## config.mk

```make
export PLATFORM = sky130hd
export DESIGN_NAME = barrel_coord_sched
export DESIGN_NICKNAME = d
export VERILOG_FILES = /design/src/rtl/barrel_pkg.sv /design/src/rtl/barrel_raster_ctr.sv /design/src/rtl/barrel_coord_sched.sv
export SDC_FILE = /design/constraint.sdc
export NUM_CORES = 1
export LEC_CHECK = 0
export BUFFER_PORTS_ARGS = -buffer_cell sky130_fd_sc_hd__buf_4
export CORE_MARGIN = 3
export CORE_UTILIZATION = 29
export CTS_CLUSTER_DIAMETER = 120
export DETAILED_ROUTE_END_ITERATION = 8
export PLACE_DENSITY = 0.5
export SLEW_MARGIN = 10
export SYNTH_ARGS = -nofsm -noshare
export SYNTH_HDL_FRONTEND = slang
export SYNTH_SLANG_ARGS = --single-unit
export TNS_END_PERCENT = 1
```

## constraint.sdc

```tcl
create_clock -name clk -period 3.56 [get_ports clk]
set_input_delay 0.356 -clock clk [delete_from_list [all_inputs] [get_ports clk]]
set_output_delay 0.356 -clock clk [all_outputs]
set_load 0.005 [all_outputs]
```

## src/rtl/barrel_pkg.sv

```systemverilog
// Shared state encoding, raster defaults and Q3 packing for the
// barrel-correction coordinate scheduler.
package barrel_pkg;

    typedef enum logic [1:0] {
        ST_IDLE  = 2'd0,
        ST_RUN   = 2'd1,
        ST_DRAIN = 2'd2
    } state_t;

    localparam int X_HALF_DEF = 540;
    localparam int Y_HALF_DEF = 480;
    localparam int COORD_W    = 13;

    // {y, 3'b0, x, 3'b0}: signed integer coordinates as Q3 fixed point
    function automatic logic [31:0] pack_q3(
        input logic signed [COORD_W-1:0] x,
        input logic signed [COORD_W-1:0] y
    );
        return {y, 3'b000, x, 3'b000};
    endfunction

endpackage

```

## src/rtl/barrel_raster_ctr.sv

```systemverilog
// Output-pixel raster counter: x sweeps left to right, y top to bottom.
// Exposes the next coordinate so the caller can register it with its handshake.
module barrel_raster_ctr
    import barrel_pkg::*;
#(
    parameter int X_HALF = X_HALF_DEF,
    parameter int Y_HALF = Y_HALF_DEF
) (
    input  logic                      clk,
    input  logic                      reset,
    input  logic                      reload,
    input  logic                      advance,
    output logic signed [COORD_W-1:0] x_next,
    output logic signed [COORD_W-1:0] y_next,
    output logic                      last
);

    localparam logic signed [COORD_W-1:0] X_MIN = COORD_W'(-X_HALF);
    localparam logic signed [COORD_W-1:0] X_MAX = COORD_W'(X_HALF - 1);
    localparam logic signed [COORD_W-1:0] Y_TOP = COORD_W'(Y_HALF);
    localparam logic signed [COORD_W-1:0] Y_BOT = COORD_W'(1 - Y_HALF);

    logic signed [COORD_W-1:0] x;
    logic signed [COORD_W-1:0] y;

    always_comb begin
        x_next = x;
        y_next = y;
        if (reload) begin
            x_next = X_MIN;
            y_next = Y_TOP;
        end else if (advance) begin
            if (x == X_MAX) begin
                x_next = X_MIN;
                y_next = y - COORD_W'(1);
            end else begin
                x_next = x + COORD_W'(1);
            end
        end
    end

    assign last = (x == X_MAX) && (y == Y_BOT);

    always_ff @(posedge clk) begin
        if (reset) begin
            x <= X_MIN;
            y <= Y_TOP;
        end else begin
            x <= x_next;
            y <= y_next;
        end
    end

endmodule

```

## src/rtl/barrel_coord_sched.sv

```systemverilog
// Frame scheduler: raster issue with credit limit, stop/drain and frame accounting.
// BARREL_SCHED_CONTINUOUS_EN selects free-running frames instead of single-shot.
module barrel_coord_sched
    import barrel_pkg::*;
#(
    parameter int X_HALF          = X_HALF_DEF,
    parameter int Y_HALF          = Y_HALF_DEF,
    parameter int MAX_OUTSTANDING = 32,
    parameter int CNT_W           = 6
) (
    input  logic             clk,
    input  logic             reset,
    input  logic             start,
    input  logic             stop,
    output logic [31:0]      tIn_tdata,
    output logic             tIn_tvalid,
    input  logic             tIn_tready,
    input  logic             retire,
    output logic             busy,
    output logic             frame_done,
    output logic [15:0]      frame_count,
    output logic [CNT_W-1:0] outstanding,
    output logic             credit_err
);

    localparam logic [CNT_W-1:0] MAX_CNT = CNT_W'(MAX_OUTSTANDING);

    state_t                    state;
    logic                      tvalid_r;
    logic [31:0]               tdata_r;
    logic                      stop_seen;
    logic                      xfer;
    logic                      stop_any;
    logic                      reload;
    logic                      last;
    logic signed [COORD_W-1:0] x_next;
    logic signed [COORD_W-1:0] y_next;
    logic [CNT_W-1:0]          cnt_next;
    logic                      err_set;
    logic                      credit_ok;

    assign xfer       = tvalid_r & tIn_tready;
    assign stop_any   = stop | stop_seen;
    assign tIn_tvalid = tvalid_r;
    assign tIn_tdata  = tdata_r;
    assign busy       = (state != ST_IDLE);

    always_comb begin
        cnt_next = outstanding;
        err_set  = 1'b0;
        if (xfer && !retire) begin
            cnt_next = outstanding + CNT_W'(1);
        end else if (retire && !xfer) begin
            if (outstanding == '0) begin
                err_set = 1'b1;
            end else begin
                cnt_next = outstanding - CNT_W'(1);
            end
        end
    end

    // Credit gates only the raising of valid; a raised beat is never withdrawn
    assign credit_ok = (cnt_next < MAX_CNT);

    always_comb begin
        reload = 1'b0;
        if (state == ST_IDLE && start) begin
            reload = 1'b1;
        end
`ifdef BARREL_SCHED_CONTINUOUS_EN
        if (state == ST_DRAIN && outstanding == '0 && !stop_any) begin
            reload = 1'b1;
        end
`endif
    end

    barrel_raster_ctr #(
        .X_HALF (X_HALF),
        .Y_HALF (Y_HALF)
    ) u_raster (
        .clk     (clk),
        .reset   (reset),
        .reload  (reload),
        .advance (xfer),
        .x_next  (x_next),
        .y_next  (y_next),
        .last    (last)
    );

    always_ff @(posedge clk) begin
        if (reset) begin
            state       <= ST_IDLE;
            tvalid_r    <= 1'b0;
            tdata_r     <= '0;
            stop_seen   <= 1'b0;
            frame_done  <= 1'b0;
            frame_count <= '0;
            outstanding <= '0;
            credit_err  <= 1'b0;
        end else begin
            outstanding <= cnt_next;
            frame_done  <= 1'b0;
            if (err_set) begin
                credit_err <= 1'b1;
            end
            unique case (state)
                ST_IDLE: begin
                    stop_seen <= 1'b0;
                    if (start) begin
                        state    <= ST_RUN;
                        tvalid_r <= credit_ok;
                        tdata_r  <= pack_q3(x_next, y_next);
                    end
                end
                ST_RUN: begin
                    if (stop) begin
                        stop_seen <= 1'b1;
                    end
                    if (xfer && last) begin
                        state    <= ST_DRAIN;
                        tvalid_r <= 1'b0;
                    end else if (stop_any && (xfer || !tvalid_r)) begin
                        state    <= ST_DRAIN;
                        tvalid_r <= 1'b0;
                    end else if (xfer || !tvalid_r) begin
                        tvalid_r <= credit_ok;
                        tdata_r  <= pack_q3(x_next, y_next);
                    end
                end
                ST_DRAIN: begin
`ifdef BARREL_SCHED_CONTINUOUS_EN
                    if (stop) begin
                        stop_seen <= 1'b1;
                    end
`endif
                    if (outstanding == '0) begin
                        frame_done  <= 1'b1;
                        frame_count <= frame_count + 16'd1;
`ifdef BARREL_SCHED_CONTINUOUS_EN
                        if (stop_any) begin
                            state     <= ST_IDLE;
                            stop_seen <= 1'b0;
                        end else begin
                            state    <= ST_RUN;
                            tvalid_r <= credit_ok;
                            tdata_r  <= pack_q3(x_next, y_next);
                        end
`else
                        state <= ST_IDLE;
`endif
                    end
                end
                default: begin
                    state    <= ST_IDLE;
                    tvalid_r <= 1'b0;
                end
            endcase
        end
    end

endmodule

```

Word level (Yosys, flattened, before mapping). Cells that the tools add are included.

Word-level logic and storage cells: 81. Flip-flop bits (word level): 86.

Multiplexer cells: 30. Magnitude comparators: 1. Bitwise logic cells: 3. Reductions and logical operators: 20. Equality and inequality tests: 12. Add/sub/neg operators: 5.

Operators with widths (number): 32-bit 2-to-1 mux (4); 13-bit 2-to-1 mux (6); 32-bit case mux with 2 select lines (1); 6-bit 2-to-1 mux (3); 16-bit by 1-bit adder with 16-bit output (second input constant) (1); 13-bit by 2-bit adder with 13-bit output (second input constant) (1); 13-bit by 10-bit equality test with 1-bit output (second input constant) (1); 13-bit by 11-bit equality test with 1-bit output (second input constant) (1); 13-bit by 2-bit subtractor with 13-bit output (second input constant) (1); 2-bit inequality test (second input constant) (6); 1-bit 2-to-1 mux (9); 2-bit 2-to-1 mux (4); 6-bit by 1-bit adder with 6-bit output (second input constant) (1); 1-bit logical AND (6); 6-bit zero test (1); 6-bit less-than comparator (second input constant) (1); 2-bit case mux with 3 select lines (1); 3-bit AND reduction (2); 6-bit by 1-bit subtractor with 6-bit output (second input constant) (1); 5-bit AND reduction (1); 4-bit inequality test (second input constant) (1); 2-bit AND reduction (2); 2-bit nonzero test (2); 1-bit zero test (3); other kinds (11) (11).

Depth between registers and ports, before layout. Gate-level depths: netlist of run 1.

Depth after elaboration: 10. Gate-level depth with buffers: 9. Mapped depth without buffers: 8.

By module. From an unflattened synthesis of run 1, not the netlist that was laid out.

Cell total of the unflattened synthesis: 466. Area total of the unflattened synthesis: 3981.3 sq um.

Modules (own cells, without submodules): barrel_coord_sched (area each 2446.1 sq um, times used 1, cells an instance 269); barrel_raster_ctr (area each 1535.2 sq um, times used 1, cells an instance 197).

Worst setup path before layout of run 1. Ideal clock, no wire load.

Path type: register to register. Start point: register tvalid_r (netlist: tIn_tvalid). End point: register outstanding[3]. Arrival time: 1.943 ns. Buffers on the path: 1. Slack: 1.547 ns. Setup time: 0.070 ns. Stages on the path, launching flop included: 9. Period minus slack after synthesis: 2.013 ns. Data required time: 3.490 ns. Cell sequence: dfxtp_1 > nand2_1 > inv_1 > ha_1 > clkbuf_1 > inv_1 > a31o_2 > or4_1 > a21oi_1.

Longest elaborated chain between the ends: 5. Elaborated cells between the ends (all ways): 6. Classes of those cells: mux: 2; bitwise: 1; reduce/logical: 3.

RTL lines: from (decl) (line barrel_coord_sched.sv:29) `logic tvalid_r;`; from (signal assigned) (line barrel_coord_sched.sv:111) `tvalid_r <= credit_ok;`; from (signal assigned) (line barrel_coord_sched.sv:126) `tvalid_r <= credit_ok;`; 1-bit AND (*) (line barrel_coord_sched.sv:42) `assign xfer = tvalid_r & tIn_tready;`; 1-bit zero test (line barrel_coord_sched.sv:53) `end else if (retire && !xfer) begin`; 1-bit logical AND (line barrel_coord_sched.sv:53); 6-bit 2-to-1 mux (line barrel_coord_sched.sv:53); 6-bit 2-to-1 mux (*) (line barrel_coord_sched.sv:51) `if (xfer && !retire) begin`; to (signal assigned) (line barrel_coord_sched.sv:101) `outstanding <= cnt_next;`; to (decl) (line barrel_coord_sched.sv:22) `output logic [CNT_W-1:0] outstanding,`.

Mark *: on every way between the ends. The rest lies on a longest branch, timed or not. A chain may end at the register's enable or synchronous reset.

Worst setup path in the final report of run 1.
Start point: register u_raster.x[0]. End point: register tdata_r[14] (netlist: tIn_tdata[14]).

Longest elaborated chain between the ends: 8. Elaborated cells between the ends (all ways): 14. Classes of those cells: add/sub: 1; eq/ne: 2; mux: 8; reduce/logical: 3.

RTL lines: from (decl) (line barrel_raster_ctr.sv:23) `logic signed [COORD_W-1:0] x;`; from (signal assigned) (line barrel_raster_ctr.sv:49) `x <= x_next;`; 13-bit by 2-bit adder with 13-bit output / 13-bit by 11-bit equality test with 1-bit output (equally long branches) (line barrel_raster_ctr.sv:37, barrel_raster_ctr.sv:33, barrel_raster_ctr.sv:42); 13-bit 2-to-1 mux (line barrel_raster_ctr.sv:33) `if (x == X_MAX) begin`; 13-bit 2-to-1 mux (line barrel_raster_ctr.sv:32) `end else if (advance) begin`; 13-bit 2-to-1 mux (line barrel_raster_ctr.sv:29) `if (reload) begin`; 32-bit 2-to-1 mux (line barrel_coord_sched.sv:125) `end else if (xfer || !tvalid_r) begin`; 32-bit 2-to-1 mux (line barrel_coord_sched.sv:122) `end else if (stop_any && (xfer || !tvalid_r)) begin`; 32-bit 2-to-1 mux (line barrel_coord_sched.sv:119) `if (xfer && last) begin`; 32-bit case mux with 2 select lines (line barrel_coord_sched.sv:106) `unique case (state)`; to (signal assigned) (line barrel_coord_sched.sv:112) `tdata_r <= pack_q3(x_next, y_next);`; to (signal assigned) (line barrel_coord_sched.sv:127) `tdata_r <= pack_q3(x_next, y_next);`; to (decl) (line barrel_coord_sched.sv:30) `logic [31:0] tdata_r;`.

Several ways; a longest one is shown, not always the timed one. The select of a mux whose other input is x is not followed.

==> flow_metrics.tcl, run 1 <==
set metrics [dict create \
    synth_seq_cells 80 \
    cts_root_buffer "clkbuf_16" \
    antenna_found_initial 0 \
    dp.cells 639 \
    grt-ovfl-total 0 \
    grt_pass1_vias 3064 \
    finalHoldViolCount 0 \
    drt_iter0_drc 255 \
    start_util_pct 29.9 \
    critical_path_class "reg -> reg" \
    wl_um 9610 \
    async_flop_share_pct 0 \
    core-area_um2 12700 \
    cts_resized 0 \
    wl_per_cell_um 14.7 \
    setup_violations 0 \
    drtPass1Iterations 4 \
    rsz0062_at_grt "false" \
    synth_flop_cell "dfxtp_1" \
    hold_ws_ps 413 \
    area_growth_pct 22.9 \
    crit_path_max_fanout 23 \
    syn_area_per_cell_um2 8.88 \
    rr_startpoint "u_raster.x[0]$_SDFF_PP0_" \
    worst_pin_slew_ps 844 \
    power.density_nw_per_um2 502 \
    relSlewSlack_pct 43.7 \
    clock_sinks 80 \
    port_buffers 57 \
    clkLatencyLatePin_ps 330 \
    finalNonFillerCells 655 \
    die_area_um2 14400 \
    clock_skew_ps 8.40 \
    path_cells "ha_1 > nand3_1 > and4b_1 > a21o_2 > nor2_2 > o311a_1" \
    grt_util_all_layers_pct 13.6 \
    yosysMostFrequentCell "dfxtp_1" \
    antenna-diode-count 0 \
    reg2regPathDepth 6 \
    yosys_warnings 0 \
    cts_setup_buffers 0 \
    p_leak_nw 1.80 \
    htree_levels 3 \
    clock_path_buffers 2 \
    dieHeight_um 120 \
    cp-endpoint "tIn_tdata[14]$_SDFFE_PP0P_" \
    yosysTopAreaCell "dfxtp_1" \
    hpwlAfterDp_um 6860 \
    crit_required_ps 3770 \
    io_pins 64 \
    slew_violations 0 \
    hold_buffers 0 \
    die_w_um 120 \
    final_antenna_net_count 0 \
    clk_pin_slew_ps 60 \
    final_util_pct 36.7 \
    yosys.area.top_type_share_pct 42.3 \
    startpoint "u_raster.x[0]$_SDFF_PP0_" \
    place.gp.congestion 0.829 \
    hold_path.class "in -> reg" \
    min_period_ps 2700 \
    vias_per_cell 4.91 \
    ys_types 60 \
    regToRegSetupSlack_ps 860 \
    slowest_delay_ps 840 \
    post-route-period-util_pct 75.8 \
    grt_pass1_wl_um 15800 \
    outcome "completed" \
    critical_path.slowest_cell "and4b_1" \
    r2r_end "tIn_tdata[14]$_SDFFE_PP0P_" \
    nets 493 \
    drc 0 \
    fmax_mhz 370 \
    endpoint_kind "flip-flop" \
    grt_max_degree 43 \
    peakVddDrop_v 0.000281 \
    setup_tns_ps 0 \
    ys_seq_area_share_pct 42.3 \
    via_count 3215 \
    maxCapViolCount 0 \
    cts_tree "done" \
    num_rows 41 \
    syn_inst 426 \
    synth_area_um2 3780 \
    synth_edf_count 0 \
    ys_top_cells_by_count "dfxtp_1 (80), nor2_1 (51), xor2_1 (25), nand2_1 (22), a211oi_1 (21)" \
    drive_above_1_share_pct 19.3 \
    synth.top_cells.by_area "dfxtp_1 (42%), xor2_1 (5.8%), nor2_1 (5.1%), a211oi_1 (4.2%), ha_1 (3.0%)" \
    crit_arrival_ps 2910 \
    startpoint_type "flip-flop" \
    cts_made_buffers 9 \
]
[state kept, by name (all words and copies together) (netlist names)]
register     cells
tIn_tdata       26
frame_count     16
u_raster.x      13
u_raster.y      13
outstanding      6
state            2
credit_err       1
frame_done       1
stop_seen        1
tIn_tvalid       1
[layer usage]
layer,vias to the layer above,track usage [%],share of wire [%]
met2,64,21.0,46
met4,0,3.44,0.88
li1,1635,-,-
met5,-,0,0
met3,8,3.55,4.3
met1,1508,19.1,49
[where the power goes]
group	internal (mW)	switching (mW)
sequential	0.938	0.0495
combinational	0.158	0.209
clock	0.615	0.365
total	1.71	0.623
[area by class of cell]
| cell class | instances | area [um^2] |
|---|---|---|
| Clock buffer | 11 | 233 |
| Clock inverter | 5 | 81.3 |
| Fill cell | 1287 | 8020 |
| Inverter | 9 | 33.8 |
| Multi-Input combinational cell | 317 | 2030 |
| Sequential cell | 80 | 1600 |
| Tap cell | 172 | 215 |
| Timing Repair Buffer | 61 | 458 |
[critical path, delay by kind of cell, from the launching register on]
| kind | cells | cell delay [ps] |
|---|---|---|
| AO/OA/AOI/OAI | 2 | 760 |
| flip-flops | 1 | 400 |
| AND/OR/NAND/NOR | 3 | 1180 |
| adder cells (fa/ha/maj) | 1 | 220 |
[cell usage in the layout (no fill, tap or decap), types with 9 or more instances in the layout]
| cell | netlist | routed |
|---|---|---|
| o21ai_0 | 12 | 12 |
| nand2_1 | 22 | 22 |
| nand3_1 | 16 | 16 |
| a211oi_1 | 21 | 21 |
| xnor2_1 | 11 | 11 |
| inv_1 | 9 | 9 |
| nor3_1 | 13 | 13 |
| buf_4 | 9 | 61 |
| xor2_1 | 25 | 25 |
| clkbuf_16 | 0 | 9 |
| nand2b_1 | 9 | 9 |
| dfxtp_1 | 80 | 80 |
| nor4_1 | 9 | 9 |
| a21oi_1 | 19 | 19 |
| ha_1 | 9 | 9 |
| nand4_1 | 18 | 18 |
| nor2_1 | 51 | 51 |
[cells by family (layout without fill, tap and decap cells)]
logic type	Yosys count	in the layout	synth area share, %
other	1	6	0.0991
AO/OA/AOI/OAI	79	79	14.5
flip-flops	80	80	42.3
buffers and inverters	34	86	4.56
adder cells (fa/ha/maj)	9	9	2.98
multiplexers	3	3	0.794
XOR/XNOR	36	36	8.34
AND/OR/NAND/NOR	184	184	26.4
[worst min path at each step]
stage | from | to | slack (ps) | depth (start not counted)
finish | stop | stop_seen$_SDFFE_PP0P_ | 410 | 3
global route | stop | stop_seen$_SDFFE_PP0P_ | 460 | 3
CTS | stop | stop_seen$_SDFFE_PP0P_ | 410 | 3
detailed placement | tIn_tdata[7]$_SDFFE_PP0P_ | tIn_tdata[7]$_SDFFE_PP0P_ | 480 | 2
global placement | credit_err$_SDFFE_PP0P_ | credit_err$_SDFFE_PP0P_ | 470 | 2
floorplan | credit_err$_SDFFE_PP0P_ | credit_err$_SDFFE_PP0P_ | 460 | 2
[through the flow]
| stage | worst slack (ps) | instance area [um^2] | power (mW) |
|---|---|---|---|
| after global placement | 978 | 4340 | 1.37 |
| after global routing | 623 | 4650 | 2.45 |
| final | 860 | 4650 | 2.33 |
| after detailed placement | 880 | 4340 | 1.38 |
| after CTS | 830 | 4650 | 2.37 |
| after floorplan | 1550 | 3800 | 1.24 |
No activity file was read; power rests on OpenSTA's default activity.
==> inputs of run 2 (changes only) <==
Clock period 3.56 ns to 2.7 ns, I/O delays scaled along.
==> run 2 against run 1 <==
  * Die area unchanged
  * Design area is 0.62% higher
  * Sequential power is 32% higher
  * Critical path depth grew 1
  * Fmax rose by 20%
  * Total power rose by 32%
  * Largest power group unchanged
  * Highest routed layer unchanged
==> flow_metrics.tcl, run 2 (synthesis results as in run 1) <==
set metrics [dict create \
    multi_input_area_um2 2030 \
    endpoint_kind "flip-flop" \
    largest_reg_flops 26 \
    setup_tns_ps 0 \
    clock_sinks 80 \
    peakVddDrop_v 0.000238 \
    drtPass1Iterations 5 \
    clock_path_buffers 2 \
    cts_setup_buffers 0 \
    setup_slack_ps 451 \
    wl_um 9650 \
    num_rows 41 \
    start_util_pct 29.9 \
    grt_pass1_vias 3061 \
    startpoint_type "flip-flop" \
    fin_area_um2 4680 \
    die_w_um 120 \
    seqCellArea_um2 1600 \
    final_antenna_net_count 0 \
    io_pins 64 \
    place.gp.congestion 0.820 \
    p_comb_share_pct 16.0 \
    antenna-diode-count 0 \
    cts_tree "done" \
    drt_iter0_drc 209 \
    post-route-period-util_pct 83.3 \
    clock_skew_ps 7.68 \
    hold_path.class "in -> reg" \
    setup_violations 0 \
    reg2regPathDepth 7 \
    power.density_nw_per_um2 661 \
    drive_above_1_share_pct 20.1 \
    antenna_found_initial 0 \
    p_leak_nw 1.83 \
    cts_made_buffers 9 \
    crit_arrival_ps 2530 \
    htree_levels 3 \
    crit_required_ps 2980 \
    hold_buffers 0 \
    final_util_pct 36.9 \
    vias_per_cell 4.96 \
    hold_ws_ps 331 \
    final_common_cell "dfxtp_1" \
    critical_path_class "reg -> reg" \
    grt_max_degree 43 \
    outcome "completed" \
    cts_root_buffer "clkbuf_16" \
    wl_per_cell_um 14.6 \
    drc 0 \
    nets 497 \
    p_sw_uw 833 \
    area_growth_pct 23.7 \
    grt_util_all_layers_pct 13.5 \
    p_seq_share_pct 42.1 \
    relSlewSlack_pct 56.9 \
    rsz0062_at_grt "false" \
    slew_violations 0 \
    core-area_um2 12700 \
    preCtsSetupSlack_ps 472 \
    worstHoldPathCells 3 \
    clkLatencyLatePin_ps 330 \
    grt_pass1_wl_um 15800 \
    dieHeight_um 120 \
    mostFrequentLayoutCells "dfxtp_1 (80), buf_4 (65), nor2_1 (51), xor2_1 (25), nand2_1 (22)" \
    min_period_ps 2250 \
    port_buffers 57 \
    internal_power_mw 2.26 \
    clk_pin_slew_ps 60 \
    fillerInstances 1292 \
    finalHoldViolCount 0 \
    worst_pin_slew_ps 646 \
    hpwlAfterDp_um 6770 \
    dpl_cell_area_um2 4370 \
    sw_frac_of_total_pct 26.9 \
    fmax_mhz 445 \
    die_area_um2 14400 \
    clockPowerShare_pct 41.8 \
    cts_resized 0 \
    maxCapViolCount 0 \
    via_count 3270 \
    crit_path_max_fanout 22 \
    grt-ovfl-total 0 \
]
==> run 2: layout make-up <==
type,count,share of cell area (%)
multi-input cells,317,43.3
flip-flops and latches,80,34.2
repair buffers,65,10.4
clock buffers,10,4.89
well taps,172,4.60
clock inverters,6,1.79
inverters,9,0.722
==> run 2: worst paths after layout <==
check | start | to | slack, ps
worst max register to register | u_raster.x[5]$_SDFF_PP1_ | tIn_tdata[12]$_SDFFE_PP0P_ | 450
worst max-delay path | u_raster.x[5]$_SDFF_PP1_ | tIn_tdata[12]$_SDFFE_PP0P_ | 450
worst min register to register | tIn_tdata[7]$_SDFFE_PP0P_ | tIn_tdata[7]$_SDFFE_PP0P_ | 480
worst min-delay path | stop | stop_seen$_SDFFE_PP0P_ | 330
==> run 2: layer usage <==
| layer | share of wire (%) | global-route usage, % | up-vias |
|---|---|---|---|
| met5 | 0 | 0 | - |
| met4 | 0.82 | 3.22 | 0 |
| met3 | 5.2 | 4.21 | 8 |
| met2 | 46 | 21.4 | 97 |
| met1 | 48 | 18.0 | 1520 |
| li1 | - | - | 1645 |
==> run 2: power by group through the flow <==
stage	logic, mW	registers, mW	clock network [mW]
6_report	0.495	1.30	1.29
2_1_floorplan	0.318	1.31	0
3_5_place_dp	0.495	1.33	0
5_1_grt	0.547	1.31	1.38
4_1_cts	0.498	1.30	1.33
3_3_place_gp	0.488	1.33	0
==> run 2: critical path: stages (launching register included) <==
cell     delay, ps
dfxtp_1        350
nor4b_1        450
and4b_1        290
buf_4          270
a21oi_2         90
buf_4          170
nand2_1        340
a31o_2         220
==> run 2: through the flow <==
stage          cells  power, mW
2_1_floorplan    431       1.63
3_3_place_gp     643       1.81
3_5_place_dp     643       1.82
4_1_cts          659       3.13
5_1_grt          659       3.24
6_report         659       3.09
==> inputs of run 3 (changes only) <==
Settings changed: PLACE_DENSITY 0.5 to 0.51.
Clock period 2.7 ns to 2.02 ns, I/O delays scaled along.
==> run 3 against run 2 <==
  * Clock skew is 3.7 ps lower
  * Combinational power increased by 50%
  * Critical path type unchanged
  * Highest routed layer unchanged
  * First-iteration DRC count is 12% higher
  * Utilization rose by 1.7 points
  * Count of clock-buffer cells in the layout is 1 higher
  * Design area grew 4.6%
  * Clock power increased by 26%
  * Sequential power rose by 32%
  * Register-to-register slack worse by 380 ps
  * Total power up 32%
==> flow_metrics.tcl, run 3 (synthesis results as in run 1) <==
set metrics [dict create \
    wl_per_cell_um 14.5 \
    fmax_mhz 513 \
    outcome "completed" \
    largest_reg_flops 26 \
    cts_root_buffer "clkbuf_16" \
    setup_tns_ps 0 \
    die_area_um2 14400 \
    wl_um 9860 \
    clock_sinks 80 \
    drc 0 \
    crit_arrival_ps 2190 \
    cts_made_buffers 9 \
    peakVddDrop_v 0.000547 \
    crit_path_max_fanout 14 \
    worst_pin_slew_ps 658 \
    endpoint_kind "flip-flop" \
    hpwlAfterDp_um 7230 \
    post-route-period-util_pct 96.5 \
    port_buffers 57 \
    drtPass1Iterations 4 \
    vias_per_cell 4.96 \
    io_pins 64 \
    area_growth_pct 29.3 \
    grt_util_all_layers_pct 13.8 \
    grt_pass1_wl_um 16100 \
    clkLatencyLatePin_ps 330 \
    via_count 3379 \
    clock_skew_ps 3.95 \
    die_w_um 120 \
    finalHoldViolCount 0 \
    grt-ovfl-total 0 \
    setup_violations 0 \
    power.density_nw_per_um2 836 \
    hold_buffers 0 \
    fillerInstances 1299 \
    hold_path.class "in -> reg" \
    place.gp.congestion 0.865 \
    num_rows 41 \
    grt_pass1_vias 3236 \
    final_antenna_net_count 0 \
    mostFrequentLayoutCells "buf_4 (88), dfxtp_1 (80), nor2_1 (51), xor2_1 (25), nand2_1 (22)" \
    nets 521 \
    htree_levels 3 \
    critical_path_class "reg -> reg" \
    start_util_pct 29.9 \
    cts_setup_buffers 0 \
    min_period_ps 1950 \
    grt_max_degree 35 \
    clk_pin_slew_ps 60 \
    cts_resized 0 \
    slew_violations 0 \
    dieHeight_um 120 \
    relSlewSlack_pct 55.8 \
    startpoint_type "flip-flop" \
    maxCapViolCount 0 \
    final_common_cell "buf_4" \
    cts_tree "done" \
    final_util_pct 38.6 \
    rsz0062_at_grt "true" \
    p_leak_nw 1.93 \
    antenna-diode-count 0 \
    clock_path_buffers 2 \
    crit_required_ps 2260 \
    antenna_found_initial 0 \
    drt_iter0_drc 235 \
    drive_above_1_share_pct 25.3 \
    core-area_um2 12700 \
]
run 3: changes by cell type in the layout (fill, tap and decap cells not counted), sizes merged:
cell	change
buf	+24
clkinv	-3
bufinv	-1
clkbuf	+1
clkinvlp	+1
run 3: report_power, final:
| part | total, mW | internal, mW | switching (mW) |
|---|---|---|---|
| Clock | 1.63 | 1.01 | 0.619 |
| Combinational | 0.743 | 0.341 | 0.403 |
| Sequential | 1.72 | 1.65 | 0.0661 |
| Total | 4.09 | 3.00 | 1.09 |
run 3: cell type report:
| type | instances | area (um^2) | area share, % |
|---|---|---|---|
| clock buffers | 11 | 253 | 5.17 |
| clock inverters | 3 | 42.5 | 0.870 |
| inverters | 9 | 33.8 | 0.691 |
| multi-input cells | 317 | 2070 | 42.2 |
| flip-flops and latches | 80 | 1600 | 32.7 |
| well taps | 172 | 215 | 4.40 |
| repair buffers | 89 | 681 | 13.9 |
run 3: routing by layer:
metal	track usage, %	vias up	share of wire, %	wire length (um)
li1	-	1695	-	-
met1	19.1	1590	47	4680
met2	21.6	87	47	4600
met3	3.41	7	5.1	499
met4	3.44	0	0.92	91
met5	0	-	0	0
run 3: worst paths after layout:
check,startpoint,endpoint,slack [ps],cells after the start
hold / removal,reset,state[0]$_SDFFE_PP0P_,140,2
hold reg to reg,credit_err$_SDFFE_PP0P_,credit_err$_SDFFE_PP0P_,480,2
setup reg to reg,u_raster.x[2]$_SDFF_PP1_,tIn_tdata[26]$_SDFFE_PP0P_,70,6
setup / recovery,u_raster.x[2]$_SDFF_PP1_,tIn_tdata[26]$_SDFFE_PP0P_,70,6
run 3: worst max-delay path: stages, from the launching register on:
cell	delay, ps
dfxtp_1	320
nor4bb_2	390
and4b_2	350
buf_4	220
nand4b_1	140
xor2_1	200
a211oi_1	240
run 3: metrics by stage:
step                power, mW  instance area, um^2  worst slack [ps]  cells  hold WS, ps
detailed placement       2.49                 4560              50.7    667          464
global placement         2.48                 4560              63.5    667          465
CTS                      4.13                 4850              55.4    681          127
finish                   4.09                 4890              71.2    681          145
floorplan                2.18                 3800              6.64    431          449
global route             4.31                 4890              -126    681          141
